[config.mk]
export PLATFORM = sky130hd
export DESIGN_NAME = alu_pipe_flat
export DESIGN_NICKNAME = d
export VERILOG_FILES = /design/src/rtl/alu_pipe_if.sv /design/src/rtl/alu_pipe.sv /design/src/flat_wrapper.sv
export SDC_FILE = /design/constraint.sdc
export NUM_CORES = 1
export LEC_CHECK = 0
export CORE_AREA = 5 5 93 138
export DETAILED_ROUTE_END_ITERATION = 12
export DIE_AREA = 0 0 98 143
export PLACE_DENSITY = 0.77
export SYNTH_ARGS = -nofsm -noshare
export SYNTH_HDL_FRONTEND = slang
export SYNTH_SLANG_ARGS = --single-unit
[constraint.sdc]
create_clock -name clk -period 10.1 [get_ports clk]
set_input_delay 2.02 -clock clk [delete_from_list [all_inputs] [get_ports clk]]
set_output_delay 2.02 -clock clk [all_outputs]
set_load 0.01 [all_outputs]
[src/rtl/alu_pipe_if.sv]
// Request/response bundle for alu_pipe: issue side (in_*), result side (out_*),
// per-result flags and the architectural carry flag.
interface alu_pipe_if #(
    parameter int WIDTH = 16,
    parameter int TAG_W = 4
);
    logic             in_valid;
    logic             in_ready;
    logic [3:0]       sel;
    logic [WIDTH-1:0] op1;
    logic [WIDTH-1:0] op2;
    logic [TAG_W-1:0] tag_in;
    logic             out_valid;
    logic             out_ready;
    logic [WIDTH-1:0] result;
    logic [TAG_W-1:0] tag_out;
    logic             carry_out;
    logic             zero;
    logic             neg;
    logic             overflow;
    logic             parity;
    logic             c_flag;

    modport master (
        output in_valid, sel, op1, op2, tag_in, out_ready,
        input  in_ready, out_valid, result, tag_out,
        input  carry_out, zero, neg, overflow, parity, c_flag
    );

    modport slave (
        input  in_valid, sel, op1, op2, tag_in, out_ready,
        output in_ready, out_valid, result, tag_out,
        output carry_out, zero, neg, overflow, parity, c_flag
    );
endinterface

[src/rtl/alu_pipe.sv]
// Registered ALU with valid/ready handshake, persistent carry flag for
// multi-word arithmetic and variable-amount barrel shifts.
module alu_pipe #(
    parameter int WIDTH = 16,
    parameter int TAG_W = 4
) (
    input logic       clk,
    input logic       rst,
    alu_pipe_if.slave bus
);
    localparam int SHW = $clog2(WIDTH);
    localparam int MSB = WIDTH - 1;

    typedef enum logic [3:0] {
        OP_ADD, OP_ADC, OP_SUB, OP_SBC, OP_NEG, OP_INC, OP_DEC, OP_PASS,
        OP_AND, OP_OR,  OP_XOR, OP_NOT, OP_ASL, OP_ASR, OP_LSL, OP_LSR
    } op_e;

    op_e                     op;
    logic                    accept;
    logic                    c_flag;
    logic [WIDTH-1:0]        x;
    logic [WIDTH-1:0]        y;
    logic                    cin;
    logic                    is_sub;
    logic [WIDTH:0]          arith;
    logic                    arith_ov;
    logic [SHW-1:0]          amt;
    logic [WIDTH:0]          shl_ext;
    logic [WIDTH:0]          shr_ext;
    logic signed [WIDTH:0]   asr_ext;
    logic [WIDTH-1:0]        nxt_result;
    logic                    nxt_carry;
    logic                    nxt_ov;
    logic                    upd_c;

    assign op           = op_e'(bus.sel);
    assign bus.in_ready = !bus.out_valid || bus.out_ready;
    assign accept       = bus.in_valid && bus.in_ready;
    assign bus.c_flag   = c_flag;

    // All add/sub flavours share one WIDTH+1 adder; NEG is 0-op1, INC/DEC use 1.
    always_comb begin
        x      = bus.op1;
        y      = bus.op2;
        cin    = 1'b0;
        is_sub = 1'b0;
        case (op)
            OP_ADC:  cin = c_flag;
            OP_SUB:  is_sub = 1'b1;
            OP_SBC:  begin is_sub = 1'b1; cin = c_flag; end
            OP_NEG:  begin is_sub = 1'b1; x = '0; y = bus.op1; end
            OP_INC:  y = WIDTH'(1);
            OP_DEC:  begin is_sub = 1'b1; y = WIDTH'(1); end
            default: ;
        endcase
    end

    assign arith = is_sub ? ({1'b0, x} - {1'b0, y} - {{WIDTH{1'b0}}, cin})
                          : ({1'b0, x} + {1'b0, y} + {{WIDTH{1'b0}}, cin});
    assign arith_ov = (is_sub ? (x[MSB] != y[MSB]) : (x[MSB] == y[MSB]))
                      && (arith[MSB] != x[MSB]);

    // The extra bit on each shifter catches the last bit shifted out (0 when amt=0).
    assign amt     = bus.op2[SHW-1:0];
    assign shl_ext = {1'b0, bus.op1} << amt;
    assign shr_ext = {bus.op1, 1'b0} >> amt;
    assign asr_ext = $signed({bus.op1, 1'b0}) >>> amt;

    always_comb begin
        nxt_result = bus.op1;
        nxt_carry  = 1'b0;
        nxt_ov     = 1'b0;
        upd_c      = 1'b1;
        case (op)
            OP_ADD, OP_ADC, OP_SUB, OP_SBC, OP_NEG, OP_INC, OP_DEC: begin
                nxt_result = arith[WIDTH-1:0];
                nxt_carry  = arith[WIDTH];
                nxt_ov     = arith_ov;
            end
            OP_PASS: upd_c = 1'b0;
            OP_AND:  begin nxt_result = bus.op1 & bus.op2; upd_c = 1'b0; end
            OP_OR:   begin nxt_result = bus.op1 | bus.op2; upd_c = 1'b0; end
            OP_XOR:  begin nxt_result = bus.op1 ^ bus.op2; upd_c = 1'b0; end
            OP_NOT:  begin nxt_result = ~bus.op1;          upd_c = 1'b0; end
            OP_ASL, OP_LSL: begin
                nxt_result = shl_ext[WIDTH-1:0];
                nxt_carry  = shl_ext[WIDTH];
                nxt_ov     = (op == OP_ASL) && (shl_ext[MSB] != bus.op1[MSB]);
            end
            OP_ASR: begin
                nxt_result = asr_ext[WIDTH:1];
                nxt_carry  = asr_ext[0];
            end
            OP_LSR: begin
                nxt_result = shr_ext[WIDTH:1];
                nxt_carry  = shr_ext[0];
            end
            default: ;
        endcase
    end

    // Single output register: loads on accept, empties on a drain with no new op.
    always_ff @(posedge clk) begin
        if (rst) begin
            bus.out_valid <= 1'b0;
            bus.result    <= '0;
            bus.tag_out   <= '0;
            bus.carry_out <= 1'b0;
            bus.zero      <= 1'b0;
            bus.neg       <= 1'b0;
            bus.overflow  <= 1'b0;
            bus.parity    <= 1'b0;
        end else if (accept) begin
            bus.out_valid <= 1'b1;
            bus.result    <= nxt_result;
            bus.tag_out   <= bus.tag_in;
            bus.carry_out <= nxt_carry;
            bus.zero      <= (nxt_result == '0);
            bus.neg       <= nxt_result[MSB];
            bus.overflow  <= nxt_ov;
            bus.parity    <= ~^nxt_result;
        end else if (bus.out_ready) begin
            bus.out_valid <= 1'b0;
        end
    end

    always_ff @(posedge clk) begin
        if (rst) begin
            c_flag <= 1'b0;
        end else if (accept && upd_c) begin
            c_flag <= nxt_carry;
        end
    end
endmodule

[src/flat_wrapper.sv]
// flat-port wrapper written by rule: the top's interface ports become plain ports
module alu_pipe_flat 
#(
    parameter int WIDTH = 16,
    parameter int TAG_W = 4
)
  (clk, rst, bus_in_valid, bus_sel, bus_op1, bus_op2, bus_tag_in, bus_out_ready, bus_in_ready, bus_out_valid, bus_result, bus_tag_out, bus_carry_out, bus_zero, bus_neg, bus_overflow, bus_parity, bus_c_flag);
  alu_pipe_if #(.WIDTH(WIDTH), .TAG_W(TAG_W)) bus_i ();
  input logic clk;
  input logic rst;
  input wire logic [$bits(bus_i.in_valid)-1:0] bus_in_valid;
  input wire logic [$bits(bus_i.sel)-1:0] bus_sel;
  input wire logic [$bits(bus_i.op1)-1:0] bus_op1;
  input wire logic [$bits(bus_i.op2)-1:0] bus_op2;
  input wire logic [$bits(bus_i.tag_in)-1:0] bus_tag_in;
  input wire logic [$bits(bus_i.out_ready)-1:0] bus_out_ready;
  output wire logic [$bits(bus_i.in_ready)-1:0] bus_in_ready;
  output wire logic [$bits(bus_i.out_valid)-1:0] bus_out_valid;
  output wire logic [$bits(bus_i.result)-1:0] bus_result;
  output wire logic [$bits(bus_i.tag_out)-1:0] bus_tag_out;
  output wire logic [$bits(bus_i.carry_out)-1:0] bus_carry_out;
  output wire logic [$bits(bus_i.zero)-1:0] bus_zero;
  output wire logic [$bits(bus_i.neg)-1:0] bus_neg;
  output wire logic [$bits(bus_i.overflow)-1:0] bus_overflow;
  output wire logic [$bits(bus_i.parity)-1:0] bus_parity;
  output wire logic [$bits(bus_i.c_flag)-1:0] bus_c_flag;
  assign bus_i.in_valid = bus_in_valid;
  assign bus_i.sel = bus_sel;
  assign bus_i.op1 = bus_op1;
  assign bus_i.op2 = bus_op2;
  assign bus_i.tag_in = bus_tag_in;
  assign bus_i.out_ready = bus_out_ready;
  assign bus_in_ready = bus_i.in_ready;
  assign bus_out_valid = bus_i.out_valid;
  assign bus_result = bus_i.result;
  assign bus_tag_out = bus_i.tag_out;
  assign bus_carry_out = bus_i.carry_out;
  assign bus_zero = bus_i.zero;
  assign bus_neg = bus_i.neg;
  assign bus_overflow = bus_i.overflow;
  assign bus_parity = bus_i.parity;
  assign bus_c_flag = bus_i.c_flag;
  alu_pipe #(.WIDTH(WIDTH), .TAG_W(TAG_W)) u_core (.clk(clk), .rst(rst), .bus(bus_i));
endmodule
==> results.md, run 1 <==
* Vias per cell at about 6.5
* Yosys warning total at 0
* Power Density at a little over 100 nW/µm²
* 1st-pass router iterations at 6
* Total grt overflow at 0
* Die height at 143 µm
* Vias at 6,620
* Vias in the first global route at approximately 6,400
* Leading cell types by count after synthesis: 84 x ha_1, 81 x nor2_1, 80 x inv_1
* Post-synthesis sequential area ratio at 8.49%
* Clock latency on the worst-skew pair at 0.26 ns
* Switching Share at a little under half
* Hold Buf Count CTS at 0
* Ys flop type: dfxtp_1
* Clock Path Buffers at 2
* Period utilization at 79.4%
* RSZ-0062 raised after global routing: no
* Tot GR Track Use at 30.0%
* Worst path cell trace: clkdlybuf4s50_1 -> and2_0 -> nor2_1 -> o22ai_1 -> fa_1 -> fa_1 -> o21a_1 -> o22ai_1 -> a221o_1 -> a31o_2 -> xor2_1 -> nor2_1 -> a211oi_1 -> or2_2 -> ha_1 -> xnor2_1 -> xnor2_1 -> xnor2_1 -> nand2_1 -> a21oi_1
* Critical path capture point type: flip-flop
* Post-CTS setup buffer count at 0
* Die W at slightly below 100 µm
* Core footprint at 11,500 µm²
* Dpl hpwl at 17.1 mm
* Layout Skew at 0.00227 ns
* Crit path time final at 8.02 ns
* Total chip power at just over 700 µW
* Hold Worst Slack at 0.454 ns
* Clock transition at the registers of the reported paths at approximately 0.06 ns
* Combinational power share at between 60% and 70%
* Initial Util at a little over half
* Crit path top cell by count: xnor2_1
* Crit path arrival time at between 8 and 9 ns
* Final setup viols at 0
* Critical path's top delay family: compound AO/OA/AOI/OAI gates
* Pint at 385 µW
* Post-synth EDFFs at 0
* Reg power frac at between 10% and 20%
* Setup crit start kind: primary input
* CP bufs+invs at 1
* Switch Pwr at 328 µW
* Synthesized area per cell at around 7.3 µm²
* Synth top area share at 17.1%
* Number of port buffers at 71
* Yosys cell types at 69
* Critical path fanouts, max at 21
* CTS root buffer: clkbuf_16
* Final core occ at 60.3%
* First-pass GRT wire length at 33.8 mm
* Slowest stage delay, CP at 0.88 ns
* Ys async rst share at 0%
* DIE AREA at 14,000 µm²
* # IOs at between 70 and 80
* Syn Nets at 969
* Largest net degree at the start of global routing at between 40 and 50
* Setup TNS at 0 ns
* Post-route ant nets at 0
* Clk sinks at 26
* Leakage Power at 2.97 nW
* Slowest cell on the critical path: nor2_1
* Fmax achieved at 125 MHz
* Leading area contributor after synthesis: ha_1
* Placement Rows at 48
* VDD IR-drop max at 0.0756 mV
* Worst EP required at ~10 ns
* Share of layout cells above drive strength 1 at 6.37%
* Clk network pwr share at 13.7%
* Syn Inst Count at approximately 840
* Final std cells w/o fill at 1,013
* Worst Max-Slew Pin Slew at 1.13 ns
* Layout net count at about 1,000
* Hold crit path type: flip-flop to flip-flop
* Synthesized cell area at 6130 µm²
* CTS Buf Count at 3
* Antenna violations before repair at 0
* Fin. max-slew vios at 0
* WS Path Type: primary input to flip-flop
* DRC Markers at 0
* Area grow syn2layout at 12.8%
* H-Tree Depth at 1
* Ant diodes at 0
* Seq cells post-synth at 26
* Largest cells by area after synthesis: ha_1 17%, dfxtp_1 8.5%, mux4_2 8.1%, a21oi_1 5.8%, nor2_1 5.0%
* CTS tree: done
* Final hold violation count at 0
* Count leader, synth: ha_1
* Routed WL at 21.7 mm
* Status: finished, final reports clean
* Placed cell count at 1,009
* Post_cts resized at 0
* Slew HR at 24.7%
* 1st-iter DRT viols at 668
* Wire per inst at 21.4 µm
* Max-cap check violation count at 0
* GPL Wtd Cong at between 1 and 1.5
-- layer usage --
metal / wire, µm / vias to the layer above / global-route usage (%)
met2: 10700 / 342 / 53.0
met3: 1450 / 77 / 1.86
li1: - / 3079 / -
met1: 8240 / 3122 / 35.9
met5: 0 / - / 0
met4: 1290 / 0 / 17.1
-- placed cells by master (no fill, tap or decap), types with 25 or more instances in the layout --
master and n:
o22ai_1 25, a21oi_1 71, o21ai_0 50, nand2_1 76, nor2_1 81, inv_1 80
clkdlybuf4s50_1 70, dfxtp_1 26, mux2i_1 28, ha_1 84
-- final cells by class --
| cell class | count | area (µm²) |
|---|---|---|
| multi-input combinational | 673 | 5060 |
| fill | 1098 | 4550 |
| timing repair buffer | 77 | 751 |
| sequential | 26 | 520 |
| inverter | 83 | 312 |
| tap | 150 | 188 |
| clock buffer | 4 | 88.8 |
-- kinds of logic after synthesis --
family	Yosys count	share of synthesized area [%]
compound gates	256	27.8
flops	26	8.49
mux	57	13.9
xor+xnor	33	4.72
fa+ha+maj	88	18.5
buf+inv	138	9.00
simple gates	239	17.6
-- per-stage QoR --
stage               instance area [µm²]  setup slack, ns
floorplan                          6130             3.62
global placement                   6830             2.20
detailed placement                 6830             2.04
CTS                                6920             2.28
global route                       6920             1.83
finish                             6920             2.08
-- worst min-delay path: stages, from the launching register on --
cell and delay, ns:
dfxtp_1 0.31, nand2_1 0.05, a21oi_1 0.05
-- registers in the layout, indices dropped and copies added, names as in the netlist --
name	count
u_core.bus.carry_out	1
u_core.bus.result	15
u_core.bus.zero	1
u_core.bus.parity	1
u_core.bus.c_flag	1
u_core.bus.tag_out	4
u_core.bus.overflow	1
u_core.bus.out_valid	1
u_core.bus.neg	1
-- power groups by stage --
stage	logic, mW	registers (mW)	clock network, mW
2_1_floorplan	0.342	0.125	0
3_3_place_gp	0.479	0.121	0
3_5_place_dp	0.484	0.121	0
4_1_cts	0.487	0.119	0.0976
5_1_grt	0.536	0.120	0.101
6_report	0.496	0.119	0.0974
-- worst paths after layout --
| check | start | endpoint | slack, ns | cells after the start |
|---|---|---|---|---|
| min reg2reg | u_core.bus.tag_out[0] | u_core.bus.tag_out[0] | 0.45 | 2 |
| min | u_core.bus.tag_out[0] | u_core.bus.tag_out[0] | 0.45 | 2 |
| max reg2reg | u_core.bus.c_flag | u_core.bus.parity | 5.68 | 17 |
| max | bus_sel[0] | u_core.bus.parity | 2.08 | 20 |
Power figures use the tool's default switching activity.
==> run 2, diff against run 1 <==
Clock period 10.1 ns to 8.1 ns, I/O delays scaled along.
==> run 2 against run 1 <==
  * Clock power up 47%
  * Clock-buffer cell count down 1
  * Critical path depth up 1
  * Combinational power up 25%
  * Die area unchanged
  * Critical endpoint unchanged
  * Critical path type unchanged
  * Sequential share of layout area down 0.066 points
  * Non-clock buffer count up 6
  * Utilization up 0.53 points
  * Sequential power up 25%
  * Clock skew up 0.0041 ns
  * Hold slack better by 0.00087 ns
  * Cell count up 0.59%
==> results.md, run 2 (synthesis gave the netlist of run 1 again) <==
* Routed WL at 22.1 mm (+2.0%)
* Critical path's top delay family: simple AND/OR/NAND/NOR gates
* Tot GR Track Use at 30.6% (+0.64 points)
* Total grt overflow at 0 (unchanged)
* Worst Max-Slew Pin Slew at 0.960 ns (-0.166 ns)
* Period utilization at 85.9%
* Crit path time final at between 6 and 7 ns
* WS Path Type: primary input to flip-flop
* Setup crit start kind: primary input
* Critical path fanouts, max at 22 (+4.8%)
* Placement Rows at 48 (unchanged)
* Initial Util at 53.4% (unchanged)
* DRC Markers at 0 (unchanged)
* Clk sinks at 26 (unchanged)
* Clock Path Buffers at 2 (unchanged)
* Placed cell count at 1,015 (+0.59%)
* Setup TNS at 0 ns (unchanged)
* CTS tree: done
* Dpl hpwl at 17.3 mm (+0.92%)
* Power Density at 131 nW/µm² (+27%)
* Largest register FFs at 15 (unchanged)
* Area grow syn2layout at 13.8%
* Ant diodes at 0 (unchanged)
* Worst EP required at 8.28 ns (-2.01 ns)
* Clock latency on the worst-skew pair at 0.26 ns (about the same)
* Slowest stage delay, CP at 0.61 ns (-0.27 ns)
* Most common cell after layout, fill and taps aside: ha_1
* # fillers at 1,073 (-2.3%)
* Layout Skew at 0.00642 ns (+0.00415 ns)
* Die W at 98 µm (unchanged)
* Hold crit path type: flip-flop to flip-flop
* Register area at 520 µm² (unchanged)
* Vias at 6,716 (+1.5%)
* Wire per inst at 21.7 µm (+1.4%)
* Share of layout cells above drive strength 1 at 7.02% (+0.65 points)
* Largest regs: u_core.bus.result: 15 flops, u_core.bus.tag_out: 4 flops
* Slew HR at 35.8% (+11 points)
* Critical path capture point type: flip-flop
* Largest net degree at the start of global routing at 43 (-2.3%)
* First-pass GRT wire length at 34.7 mm (+2.7%)
* Core footprint at 11,500 µm² (unchanged)
* Post-CTS setup buffer count at 0 (unchanged)
* Antenna violations before repair at 0 (unchanged)
* Post-route ant nets at 0 (unchanged)
* Status: finished, final reports clean
* Final std cells w/o fill at 1,019 (+0.59%)
* Number of port buffers at 71 (unchanged)
* # IOs at 72 (unchanged)
* Hold Buf Count CTS at 0 (unchanged)
* Clock transition at the registers of the reported paths at 0.06 ns (about the same)
* Critical path origin: bus_sel[0]
* Slowest cell on the critical path: nand2_1
* VDD IR-drop max at 0.101 mV (+33%)
* DIE AREA at 14,000 µm² (unchanged)
* 1st-pass router iterations at 5 (-1)
* CTS root buffer: clkbuf_16
* Leakage Power at 3.01 nW (+1.2%)
* Fin. max-slew vios at 0 (unchanged)
* Max-cap check violation count at 0 (unchanged)
* Vias in the first global route at 6,491 (+2.0%)
* RSZ-0062 raised after global routing: no
* Layout net count at 1,002 (+0.60%)
* RR Startpoint: u_core.bus.c_flag
* Vias per cell at 6.59 (+0.85%)
* Hold path startpoint: u_core.bus.result[0]
* Final hold violation count at 0 (unchanged)
* 1st-iter DRT viols at 812 (+22%)
* CTS Buf Count at 3 (unchanged)
* Post_cts resized at 0 (unchanged)
* Biggest register: u_core.bus.result
* Crit path arrival time at 7.14 ns (-1.06 ns)
* Worst path cell trace: clkdlybuf4s50_1 -> nor2_1 -> nand2_1 -> o22ai_1 -> inv_1 -> fa_1 -> fa_1 -> a21o_1 -> nand4_1 -> and3_1 -> nor3_1 -> o22ai_1 -> xnor2_1 -> a211oi_1 -> or2_2 -> ha_1 -> xnor2_1 -> xnor2_1 -> xnor2_1 -> nand2_1 -> a21oi_1
* Fmax achieved at 144 MHz
* Multi-input gate area at 5060 µm² (unchanged)
* Commonest cells after routing, fill and taps aside: 84 x ha_1, 81 x nor2_1, 80 x inv_1
* CP bufs+invs at 2 (+1)
* Final setup viols at 0 (unchanged)
* Crit path top cell by count: xnor2_1
* H-Tree Depth at 1 (unchanged)
* Die height at 143 µm (unchanged)
* GPL Wtd Cong at 1.05 (-3.0%)
## run 2: cell types whose count changed in the layout (fill, tap and decap cells not counted), sizes merged
cell / previous run / this run
buf: 7 / 13
clkbuf: 4 / 3
bufinv: 0 / 1
## run 2: stage by stage
stage                     setup slack (ns)  area [µm²]  util, %  total power, mW  hold slack (ns)
after floorplan                       2.02        6130        -            0.582            0.474
after global placement                1.10        6870     59.9            0.753            0.442
after detailed placement             0.958        6870     59.9            0.758            0.450
after CTS                             1.21        6980     60.8            0.904            0.458
after global routing                 0.803        6980     60.8            0.974            0.487
final                                 1.14        6980     60.8            0.913            0.455
## run 2: final cells by class
cell class              instances  share of cell area (%)
clock buffers                   3                    1.08
flip-flops and latches         26                    7.46
repair buffers                 83                    11.4
multi-input cells             673                    72.5
inverters                      83                    4.46
clock inverters                 1                   0.430
well taps                     150                    2.69
## run 2: layer usage
| layer | wire (µm) | vias up | global-route usage, % |
|---|---|---|---|
| li1 | - | 3101 | - |
| met1 | 8360 | 3131 | 37.5 |
| met2 | 10600 | 389 | 52.0 |
| met3 | 1660 | 95 | 2.98 |
| met4 | 1480 | 0 | 18.0 |
| met5 | 0 | - | 0 |
## run 2: power breakdown
| group | leakage, nW | internal [mW] | switching, mW |
|---|---|---|---|
| Clock | 0.0511 | 0.0983 | 0.0449 |
| Combinational | 2.74 | 0.266 | 0.355 |
| Sequential | 0.214 | 0.141 | 0.00804 |
| Total | 3.01 | 0.505 | 0.408 |
## run 2: path summary, 6_finish.rpt
kind / endpoint / slack (ns) / cells after the start
setup / recovery: u_core.bus.parity / 1.14 / 21
hold / removal: u_core.bus.result[0] / 0.45 / 2
hold reg to reg: u_core.bus.result[0] / 0.45 / 2
setup reg to reg: u_core.bus.parity / 3.73 / 16
## run 2: worst min-delay path, delay by kind of cell, from the launching register on
| kind | cells | cell delay (ns) |
|---|---|---|
| AO/OA/AOI/OAI | 1 | 0.05 |
| flip-flops | 1 | 0.31 |
| AND/OR/NAND/NOR | 1 | 0.05 |
